===== config.mk =====
export PLATFORM = sky130hd
export DESIGN_NAME = imm_operand_encoder
export DESIGN_NICKNAME = d
export VERILOG_FILES = /design/src/rtl/imm_operand_encoder.sv
export SDC_FILE = /design/constraint.sdc
export NUM_CORES = 1
export LEC_CHECK = 0
export CORE_MARGIN = 2
export CORE_UTILIZATION = 65
export CTS_CLUSTER_DIAMETER = 60
export DETAILED_ROUTE_END_ITERATION = 8
export DONT_BUFFER_PORTS = 1
export GPL_TIMING_DRIVEN = 0
export PLACE_DENSITY = 0.81
export REMOVE_ABC_BUFFERS = 1
export SYNTH_ARGS = -nofsm -noshare
export SYNTH_HDL_FRONTEND = slang
export SYNTH_SLANG_ARGS = --single-unit
export TNS_END_PERCENT = 30

===== constraint.sdc =====
create_clock -name clk -period 5.83 [get_ports clk]
set_input_delay 0 -clock clk [delete_from_list [all_inputs] [get_ports clk]]
set_output_delay 0 -clock clk [all_outputs]
set_load 0.1 [all_outputs]

===== src/rtl/imm_operand_encoder.sv =====
// Sequential search for the {rotate_imm, immed_8} shifter operand of a 32-bit constant.
// One even rotation is tried per clock; the smallest rotate_imm that fits in 8 bits wins.
module imm_operand_encoder #(
    parameter int unsigned ROT_STEPS = 16
) (
    input  logic        clk,
    input  logic        reset_n,
    input  logic        start,
    input  logic [31:0] value,
    output logic        busy,
    output logic        done,
    output logic        valid,
    output logic [11:0] shifter_operand
);

    typedef enum logic {
        IDLE,
        SEARCH
    } state_t;

    localparam logic [3:0] LAST_ROT = 4'(ROT_STEPS - 1);

    state_t      state_q,   state_d;
    logic [31:0] value_q,   value_d;
    logic [3:0]  rot_q,     rot_d;
    logic        done_q,    done_d;
    logic        valid_q,   valid_d;
    logic [11:0] operand_q, operand_d;

    logic [4:0]  shamt;
    logic [31:0] cand;

    // Undo immed_8 ROR (2*rot) by rotating the latched constant left; a
    // shift of 32 yields zero, so shamt==0 degenerates to the plain value.
    always_comb begin
        shamt = {rot_q, 1'b0};
        cand  = (value_q << shamt) | (value_q >> (6'd32 - {1'b0, shamt}));
    end

    always_comb begin
        state_d   = state_q;
        value_d   = value_q;
        rot_d     = rot_q;
        done_d    = 1'b0;
        valid_d   = valid_q;
        operand_d = operand_q;

        case (state_q)
            IDLE: begin
                if (start) begin
                    value_d = value;
                    rot_d   = '0;
                    state_d = SEARCH;
                end
            end

            SEARCH: begin
                if (cand[31:8] == '0) begin
                    operand_d = {rot_q, cand[7:0]};
                    valid_d   = 1'b1;
                    done_d    = 1'b1;
                    state_d   = IDLE;
                end else if (rot_q == LAST_ROT) begin
                    operand_d = '0;
                    valid_d   = 1'b0;
                    done_d    = 1'b1;
                    state_d   = IDLE;
                end else begin
                    rot_d = rot_q + 4'd1;
                end
            end

            default: state_d = IDLE;
        endcase
    end

    always_ff @(posedge clk or negedge reset_n) begin
        if (!reset_n) begin
            state_q   <= IDLE;
            value_q   <= '0;
            rot_q     <= '0;
            done_q    <= 1'b0;
            valid_q   <= 1'b0;
            operand_q <= '0;
        end else begin
            state_q   <= state_d;
            value_q   <= value_d;
            rot_q     <= rot_d;
            done_q    <= done_d;
            valid_q   <= valid_d;
            operand_q <= operand_d;
        end
    end

    assign busy            = (state_q == SEARCH);
    assign done            = done_q;
    assign valid           = valid_q;
    assign shifter_operand = operand_q;

endmodule


==> impl_metrics.yaml, run 1 <==
drt:
  wl_per_cell_um: 18.45
  vias: 3550
  drtIter0Drc: 441
  detail_route.first_pass.iterations: 5
  ant_nets: 0
  via_per_inst: 6.623
  wirelength_um: 9891
  drc: 0
flow_run:
  cap_violations: 0
setup_path:
  worst_ep_arrival_time_ns: 4.68
  cp-end-kind: "flip-flop"
  r2r_slack_ns: 1.36
  start_kind: "flip-flop"
  crit_required_ns: 6.04
  worstPathMaxFanout: 45
  r2r_cells: 9
  startpoint: "rot_q[1]"
  crit_end: "shifter_operand[2]"
  rr_startpoint: "rot_q[1]"
  critPathKind: "reg2reg"
  timing.rr.end: "shifter_operand[2]"
layout:
  layout_common_cells: "nand2_1 (131), dfrtp_1 (50), mux2i_1 (41)"
  num-nets-final: 497
  drive_gt1_share_pct: 9.328
  final_cells: 536
  syn_to_final_growth_pct: 9.968
  final_common_cell: "nand2_1"
  antennaDiodeCount: 0
  final_util_pct: 73.17
clock_tree:
  cts.reportedPaths.clkPinSlew_ns: 0.10
  clkLatencyLatePin_ns: 0.30
  cts_resized: 0
  cts_tree: "yes"
  cts.path.max_buffers: 2
  cts_buffers: 5
  cts.sinks: 51
  cts_root_buffer: "clkbuf_8"
  h-tree-depth: 2
timing:
  clock.fmax_mhz: 223.8
  min_period_ns: 4.468
  clock_skew_ns: 0.006849
  timing.final.ws_setup_ns: 1.362
  worst_pin_slew_ns: 1.212
  rsz0062_at_grt: "no"
  hold_viol_final: 0
  setup_viol: 0
  drv_slew: 0
  fin_crit_sh_pct: 76.64
  max_slew_margin_pct: 18.92
floorplanning:
  core_area_mm2: 0.005886
  num_io_pins: 50
  fp-row-count: 28
  die_h_um: 81.62
  die_w_um: 81.62
  die_area_mm2: 0.006662
  start_util_pct: 66.54
global_routing:
  grt_util_all_layers_pct: 31.54
  grt_pass1_vias: 3241
  antenna_found_initial: 0
  grt_max_degree: 52
  grt_pass1_wl_um: 16170
  grt-ovfl-total: 0
place:
  pre_cts_ws_ns: 1.457
  dpl.hpwl_um: 6562
  io_buffers: 0
  dpl.cell_count: 494
  gp_congestion: 0.8905
yosys:
  synth_cells: 460
  ys.flop_type: "dfrtp_1"
  synthesis.area_mm2: 0.003916
  ys_seq_elements: 51
  ys_types: 54
  ys_warn_count: 0
  syn_avg_cell_area_um2: 8.514
  yosysSeqAreaShare_pct: 32.59
  synth_edf_count: 0
  async_reset_ff_share_pct: 100.0
outcome:
  status: "finished clean"
hold_path:
  hold_path_class: "in2reg"
==> per-stage QoR <==
step	hold WS, ns	cell area (um^2)	TNS, ns
after global placement	-0.2945	3790	-4.194
after floorplan	-0.2956	3696	0
after global routing	0.1013	4307	0
after detailed placement	-0.2944	3831	0
after CTS	0.07062	4307	0
final	0.06782	4307	0
==> state kept, by name (all words and copies together) (netlist names) <==
signal,flops
done,1
value_q,32
shifter_operand,12
valid,1
busy,1
rot_q,4
==> synthesized netlist by cell type, drive strengths merged, types with 2 or more instances <==
| master | n | area [um^2] |
|---|---|---|
| nand2 | 131 | 491.7 |
| dfrtp | 51 | 1276 |
| mux2i | 41 | 410.4 |
| clkbuf | 26 | 98.84 |
| nor2 | 22 | 82.58 |
| a21oi | 18 | 90.09 |
| mux4 | 18 | 409.2 |
| o21ai | 18 | 90.09 |
| buf | 17 | 121.4 |
| nor3 | 14 | 75.07 |
| nor4 | 13 | 96.34 |
| o22ai | 8 | 50.05 |
| a211oi | 7 | 62.56 |
| inv | 6 | 22.52 |
| nand2b | 5 | 31.28 |
| nor2b | 5 | 31.28 |
| nor4b | 5 | 43.79 |
| o211ai | 5 | 42.54 |
| a21o | 4 | 30.03 |
| a22oi | 4 | 30.03 |
| nand3 | 4 | 32.53 |
| nand4 | 4 | 25.02 |
| nor3b | 4 | 30.03 |
| or2 | 4 | 25.02 |
| a2111oi | 2 | 17.52 |
| a31oi | 2 | 12.51 |
| and3 | 2 | 12.51 |
| ha | 2 | 25.02 |
| o2111ai | 2 | 17.52 |
| o31ai | 2 | 15.01 |
| or3 | 2 | 12.51 |
==> critical path, stage by stage (launching register included) <==
cell and delay [ns]:
dfrtp_1 0.98, inv_1 0.31, ha_2 1.07, nor4b_1 0.34
o21ai_0 0.19, a22oi_1 0.29, nor3_2 0.09, a211oi_2 0.51
nand3_4 0.30, mux2i_1 0.28
==> worst min path at each step <==
| stage | startpoint | to | slack [ns] | depth (start not counted) |
|---|---|---|---|---|
| after global routing | start | value_q[0] | 0.10 | 3 |
| after detailed placement | reset_n | busy | -0.29 | 0 |
| after CTS | start | value_q[0] | 0.07 | 3 |
| after global placement | reset_n | busy | -0.29 | 0 |
| final | start | value_q[30] | 0.07 | 3 |
| after floorplan | reset_n | busy | -0.30 | 0 |
==> what timing repair did <==
action | 4_1_cts | 5_1_grt
hold buffers | 34 | 0
hold endpoints to repair | 83 | 0
setup buffers | 0 | 0
==> metal layers <==
layer | track usage [%] | up-vias | share of wire, %
li1 | - | 1651 | -
met1 | 44.49 | 1713 | 41
met2 | 52.62 | 174 | 50
met3 | 4.615 | 12 | 7.2
met4 | 5.833 | 0 | 1.5
met5 | 0 | - | 0
==> cell families (layout without fill, tap and decap cells) <==
| family | Yosys count | in the layout | synth area share [%] |
|---|---|---|---|
| AND/OR/NAND/NOR | 217 | 217 | 25.62 |
| AO/OA/AOI/OAI | 79 | 79 | 13.29 |
| multiplexers | 60 | 60 | 21.21 |
| adder cells (fa/ha/maj) | 2 | 2 | 0.6389 |
| flip-flops | 51 | 51 | 32.59 |
| buffers and inverters | 49 | 50 | 6.198 |
| XOR/XNOR | 2 | 2 | 0.4474 |
==> layout make-up <==
cell class	count	area, um^2
multi-input combinational	360	2402
fill	448	1579
sequential	51	1277
timing repair buffer	36	392.9
tap	75	93.84
clock buffer	6	82.58
clock inverter	2	35.03
inverter	6	22.52
Power of run 1 is left out: the tool's default activity adds up to more than one toggle a clock period on the data nets, which glitch-free logic cannot reach.
==> run 2, diff against run 1 <==
==> constraint.sdc (replaced) <==
create_clock -name clk -period 4.6 [get_ports clk]
set_input_delay 0 -clock clk [delete_from_list [all_inputs] [get_ports clk]]
set_output_delay 0 -clock clk [all_outputs]
set_load 0.1 [all_outputs]
==> run 2 against run 1 <==
  * Final area up 0.23%
  * Critical path depth stayed put
  * Worst hold slack better by 0.0042 ns
  * Global-route usage did not move
  * Highest routed layer unchanged
  * Count of clock-buffer cells in the layout stayed put
  * First-iteration DRC count shrank 13%
==> impl_metrics.yaml, run 2 (synthesis gave the netlist of run 1 again) <==
setup_path:
  cp-end-kind: "flip-flop"
  critPathKind: "reg2reg"
  start_kind: "flip-flop"
  worst_ep_arrival_time_ns: 4.38
  crit_required_ns: 4.81
  worstPathMaxFanout: 45
timing:
  rsz0062_at_grt: "no"
  clock_skew_ns: 0.006092
  hold_viol_final: 0
  setup_viol: 0
  min_period_ns: 4.163
  clock.fmax_mhz: 240.2
  timing.final.ws_setup_ns: 0.4366
  worst_pin_slew_ns: 1.218
  max_slew_margin_pct: 18.50
  drv_slew: 0
  fin_crit_sh_pct: 90.51
drt:
  drc: 0
  via_per_inst: 6.646
  vias: 3562
  drtIter0Drc: 385
  ant_nets: 0
  detail_route.first_pass.iterations: 6
  wl_per_cell_um: 18.53
  wirelength_um: 9931
clock_tree:
  cts.path.max_buffers: 2
  cts_setup_buffers: 0
  cts_buffers: 5
  cts.reportedPaths.clkPinSlew_ns: 0.09
  h-tree-depth: 2
  cts.sinks: 51
  clkLatencyLatePin_ns: 0.30
  cts_root_buffer: "clkbuf_8"
  cts_tree: "yes"
global_routing:
  met3_usage_pct: 4.615
  grt_util_all_layers_pct: 31.54
  grt_pass1_wl_um: 16170
  grt-busiest-layer: "met2"
  grt_use_met2_pct: 52.62
  grt_max_degree: 52
  antenna_found_initial: 0
  use_met1_pct: 44.49
  grt-ovfl-total: 0
  grt_pass1_vias: 3241
layout:
  final_common_cell: "nand2_1"
  largest_register: "value_q"
  drive_gt1_share_pct: 9.328
  final_cells: 536
  largest_reg_flops: 32
  syn_to_final_growth_pct: 10.22
  layout_common_cells: "nand2_1 (131), dfrtp_1 (50), mux2i_1 (41)"
  final_util_pct: 73.34
  antennaDiodeCount: 0
  num-nets-final: 497
place:
  pre_cts_ws_ns: 0.2265
  dpl.hpwl_um: 6562
  gp_congestion: 0.8905
  dpl.cell_count: 494
  io_buffers: 0
flow_run:
  cap_violations: 0
floorplanning:
  num_io_pins: 50
  die_area_mm2: 0.006662
  die_h_um: 81.62
  fp-row-count: 28
  start_util_pct: 66.54
  die_w_um: 81.62
  core_area_mm2: 0.005886
hold_path:
  hold_path_class: "in2reg"
outcome:
  status: "finished clean"
## run 2: cell counts in the layout (fill, tap and decap cells not counted)
No cell type changed its count.
## run 2: repair_timing
action                                  in CTS  in global routing
endpoints found under the setup margin       0                 19
hold buffers                                34                  0
endpoints found under the hold margin       83                  0
resized for setup                            0                  1
## run 2: worst paths after layout
| path | startpoint | end | slack (ns) | depth (start not counted) |
|---|---|---|---|---|
| worst min register to register | value_q[13] | value_q[13] | 0.60 | 2 |
| min in group asynchronous | reset_n | value_q[28] | 0.25 | 2 |
| worst max register to register | rot_q[1] | shifter_operand[2] | 0.44 | 9 |
| max in group asynchronous | reset_n | value_q[16] | 4.13 | 2 |
| worst min-delay path | start | value_q[30] | 0.07 | 3 |
| worst max-delay path | rot_q[1] | shifter_operand[2] | 0.44 | 9 |
## run 2: worst max-delay path, stage by stage (launching register included)
cell      delay (ns)
dfrtp_1         1.00
inv_1           0.35
ha_4            0.74
nor4b_1         0.32
o21ai_0         0.19
a22oi_1         0.29
nor3_2          0.09
a211oi_2        0.51
nand3_4         0.29
mux2i_1         0.29
## run 2: layer usage
layer,vias up,routed length [um]
met3,13,676
met2,184,4876
met1,1718,4210
met5,-,0
met4,0,167
li1,1647,-
## run 2: stage by stage
step / setup TNS, ns / hold slack (ns) / area, um^2
floorplan: -5.343 / -0.2956 / 3696
global placement: -27.56 / -0.2945 / 3790
detailed placement: 0 / -0.2944 / 3831
CTS: 0 / 0.07062 / 4307
global route: 0 / 0.1013 / 4317
finish: 0 / 0.07199 / 4317
## run 2: final cells by class
type | count | area [um^2]
Multi-Input combinational cell | 360 | 2412
Timing Repair Buffer | 36 | 392.9
Sequential cell | 51 | 1277
Inverter | 6 | 22.52
Tap cell | 75 | 93.84
Fill cell | 447 | 1569
Clock inverter | 2 | 35.03
Clock buffer | 6 | 82.58
Power of run 2 is left out for the same reason.
==> run 3, diff against run 2 <==
--- a/config.mk
+++ b/config.mk
@@ -5,15 +5,13 @@
 export SDC_FILE = /design/constraint.sdc
 export NUM_CORES = 1
 export LEC_CHECK = 0
-export CORE_MARGIN = 2
+export CORE_MARGIN = 5
 export CORE_UTILIZATION = 65
 export CTS_CLUSTER_DIAMETER = 60
 export DETAILED_ROUTE_END_ITERATION = 8
 export DONT_BUFFER_PORTS = 1
-export GPL_TIMING_DRIVEN = 0
 export PLACE_DENSITY = 0.81
 export REMOVE_ABC_BUFFERS = 1
 export SYNTH_ARGS = -nofsm -noshare
 export SYNTH_HDL_FRONTEND = slang
 export SYNTH_SLANG_ARGS = --single-unit
-export TNS_END_PERCENT = 30
==> run 3 against run 2 <==
  * Flip-flop and latch count is the same
  * Utilization shrank 0.40 points
  * First-iteration DRC count grew 7.3%
  * Count of clock-buffer cells in the layout grew 1
  * Cell count grew 1.1%
  * Global-route usage shrank 6.5 points
  * Largest cell class unchanged
  * Register-to-register slack gained 0.70 ns
  * Critical path depth grew 1
  * Via count shrank 1.3%
  * Sequential share of layout area grew 0.16 points
==> impl_metrics.yaml, run 3 (synthesis gave the netlist of run 1 again) <==
layout:
  largest_register: "value_q"
  drive_gt1_share_pct: 9.850
  final_util_pct: 72.94
  nFillCells: 429
  final_common_cell: "nand2_1"
  final-seq-area_mm2: 0.001277
  largest_reg_flops: 32
  antennaDiodeCount: 0
  layout_common_cells: "nand2_1 (131), dfrtp_1 (50), mux2i_1 (41)"
  syn_to_final_growth_pct: 9.617
  multiInputGateArea_mm2: 0.002400
  num-nets-final: 503
setup_path:
  rr_startpoint: "rot_q[0]"
  startpoint: "rot_q[0]"
  worstPathMaxFanout: 18
  crit_top_cell: "mux2i_1"
  crit_buf_inv: 2
  r2r_cells: 10
  crit_required_ns: 4.79
  worst_ep_arrival_time_ns: 3.65
  critPathKind: "reg2reg"
  crit_slowest_cell: "ha_1"
  cp-end-kind: "flip-flop"
  crit_end: "busy"
  critical_path.cell_chain: "inv_2 > ha_1 > buf_4 > mux2i_1 > mux2i_1 > nor4_1 > nand4_1 > o211ai_2 > a21oi_1 > or2_2"
  r2r_slack_ns: 1.14
  critPathMaxStageDelay_ns: 0.56
  cp_top_family: "simple AND/OR/NAND/NOR gates"
  timing.rr.end: "busy"
  crit_cells: 10
  start_kind: "flip-flop"
drt:
  wl_per_cell_um: 17.36
  drc: 0
  vias: 3517
  drtIter0Drc: 413
  detail_route.first_pass.iterations: 6
  wirelength_um: 9410
  via_per_inst: 6.489
  ant_nets: 0
timing:
  setup_viol: 0
  clock.fmax_mhz: 289.1
  fin_crit_sh_pct: 75.20
  rsz0062_at_grt: "no"
  worst_pin_slew_ns: 1.149
  clock_skew_ns: 0.005554
  timing.final.ws_setup_ns: 1.141
  drv_slew: 0
  min_period_ns: 3.459
  max_slew_margin_pct: 23.43
  hold_viol_final: 0
floorplanning:
  start_util_pct: 66.54
  die_area_mm2: 0.007677
  die_h_um: 87.62
  fp-row-count: 28
  die_w_um: 87.62
  core_area_mm2: 0.005886
  num_io_pins: 50
clock_tree:
  clkLatencyLatePin_ns: 0.30
  cts.reportedPaths.clkPinSlew_ns: 0.09
  h-tree-depth: 2
  cts.sinks: 51
  cts_resized: 0
  cts.path.max_buffers: 2
  cts_root_buffer: "clkbuf_8"
  cts_buffers: 5
  cts_tree: "yes"
place:
  io_buffers: 0
  dpl.hpwl_um: 6337
  pre_cts_ws_ns: 1.253
  gp_congestion: 0.9265
global_routing:
  grt_pass1_wl_um: 15420
  grt_max_degree: 64
  grt_util_all_layers_pct: 25.05
  grt-ovfl-total: 0
  antenna_found_initial: 0
  grt_pass1_vias: 3141
flow_run:
  cap_violations: 0
hold_path:
  hold_path_class: "in2async"
outcome:
  status: "finished clean"
-- run 3: cell count changes in the layout (fill, tap and decap cells not counted), sizes merged --
cell    previous run  this run
bufinv             1         0
buf                3         9
clkbuf             6         7
-- run 3: worst min-delay path by stage --
stage	start	end	slack, ns	cells after the start
finish	reset_n	busy	0.22	2
global route	reset_n	rot_q[2]	0.26	2
CTS	reset_n	value_q[31]	0.22	2
detailed placement	reset_n	shifter_operand[8]	-0.29	0
global placement	reset_n	done	-0.29	0
floorplan	reset_n	busy	-0.30	0
-- run 3: final cells by class --
type                       instances  area share, %
clock inverter                     1         0.1166
inverter                           6         0.5246
timing repair buffer              42          9.735
tap                               75          2.186
sequential                        51          29.76
multi-input combinational        360          55.90
clock buffer                       7          1.778
-- run 3: repair_timing --
item | 4_1_cts | 5_1_grt
setup buffers | 0 | 0
hold endpoints to repair | 83 | 0
hold buffers | 34 | 0
-- run 3: per-layer routing --
metal | routed length, um | GRT usage (%) | share of wire [%] | vias to the layer above
li1 | - | - | - | 1651
met1 | 3977 | 36.20 | 42 | 1632
met2 | 4408 | 39.52 | 47 | 208
met3 | 838 | 3.857 | 8.9 | 26
met4 | 185 | 6.555 | 2.0 | 0
met5 | 0 | 0 | 0 | -
-- run 3: stage by stage --
step | hold slack (ns) | std cells | cell area (um^2) | setup TNS [ns]
detailed placement | -0.2942 | 500 | 3854 | 0
CTS | 0.2194 | 542 | 4293 | 0
global route | 0.2633 | 542 | 4293 | 0
global placement | -0.2938 | 500 | 3854 | 0
floorplan | -0.2956 | 417 | 3696 | -5.343
finish | 0.2179 | 542 | 4293 | 0
Power of run 3 is left out for the same reason.
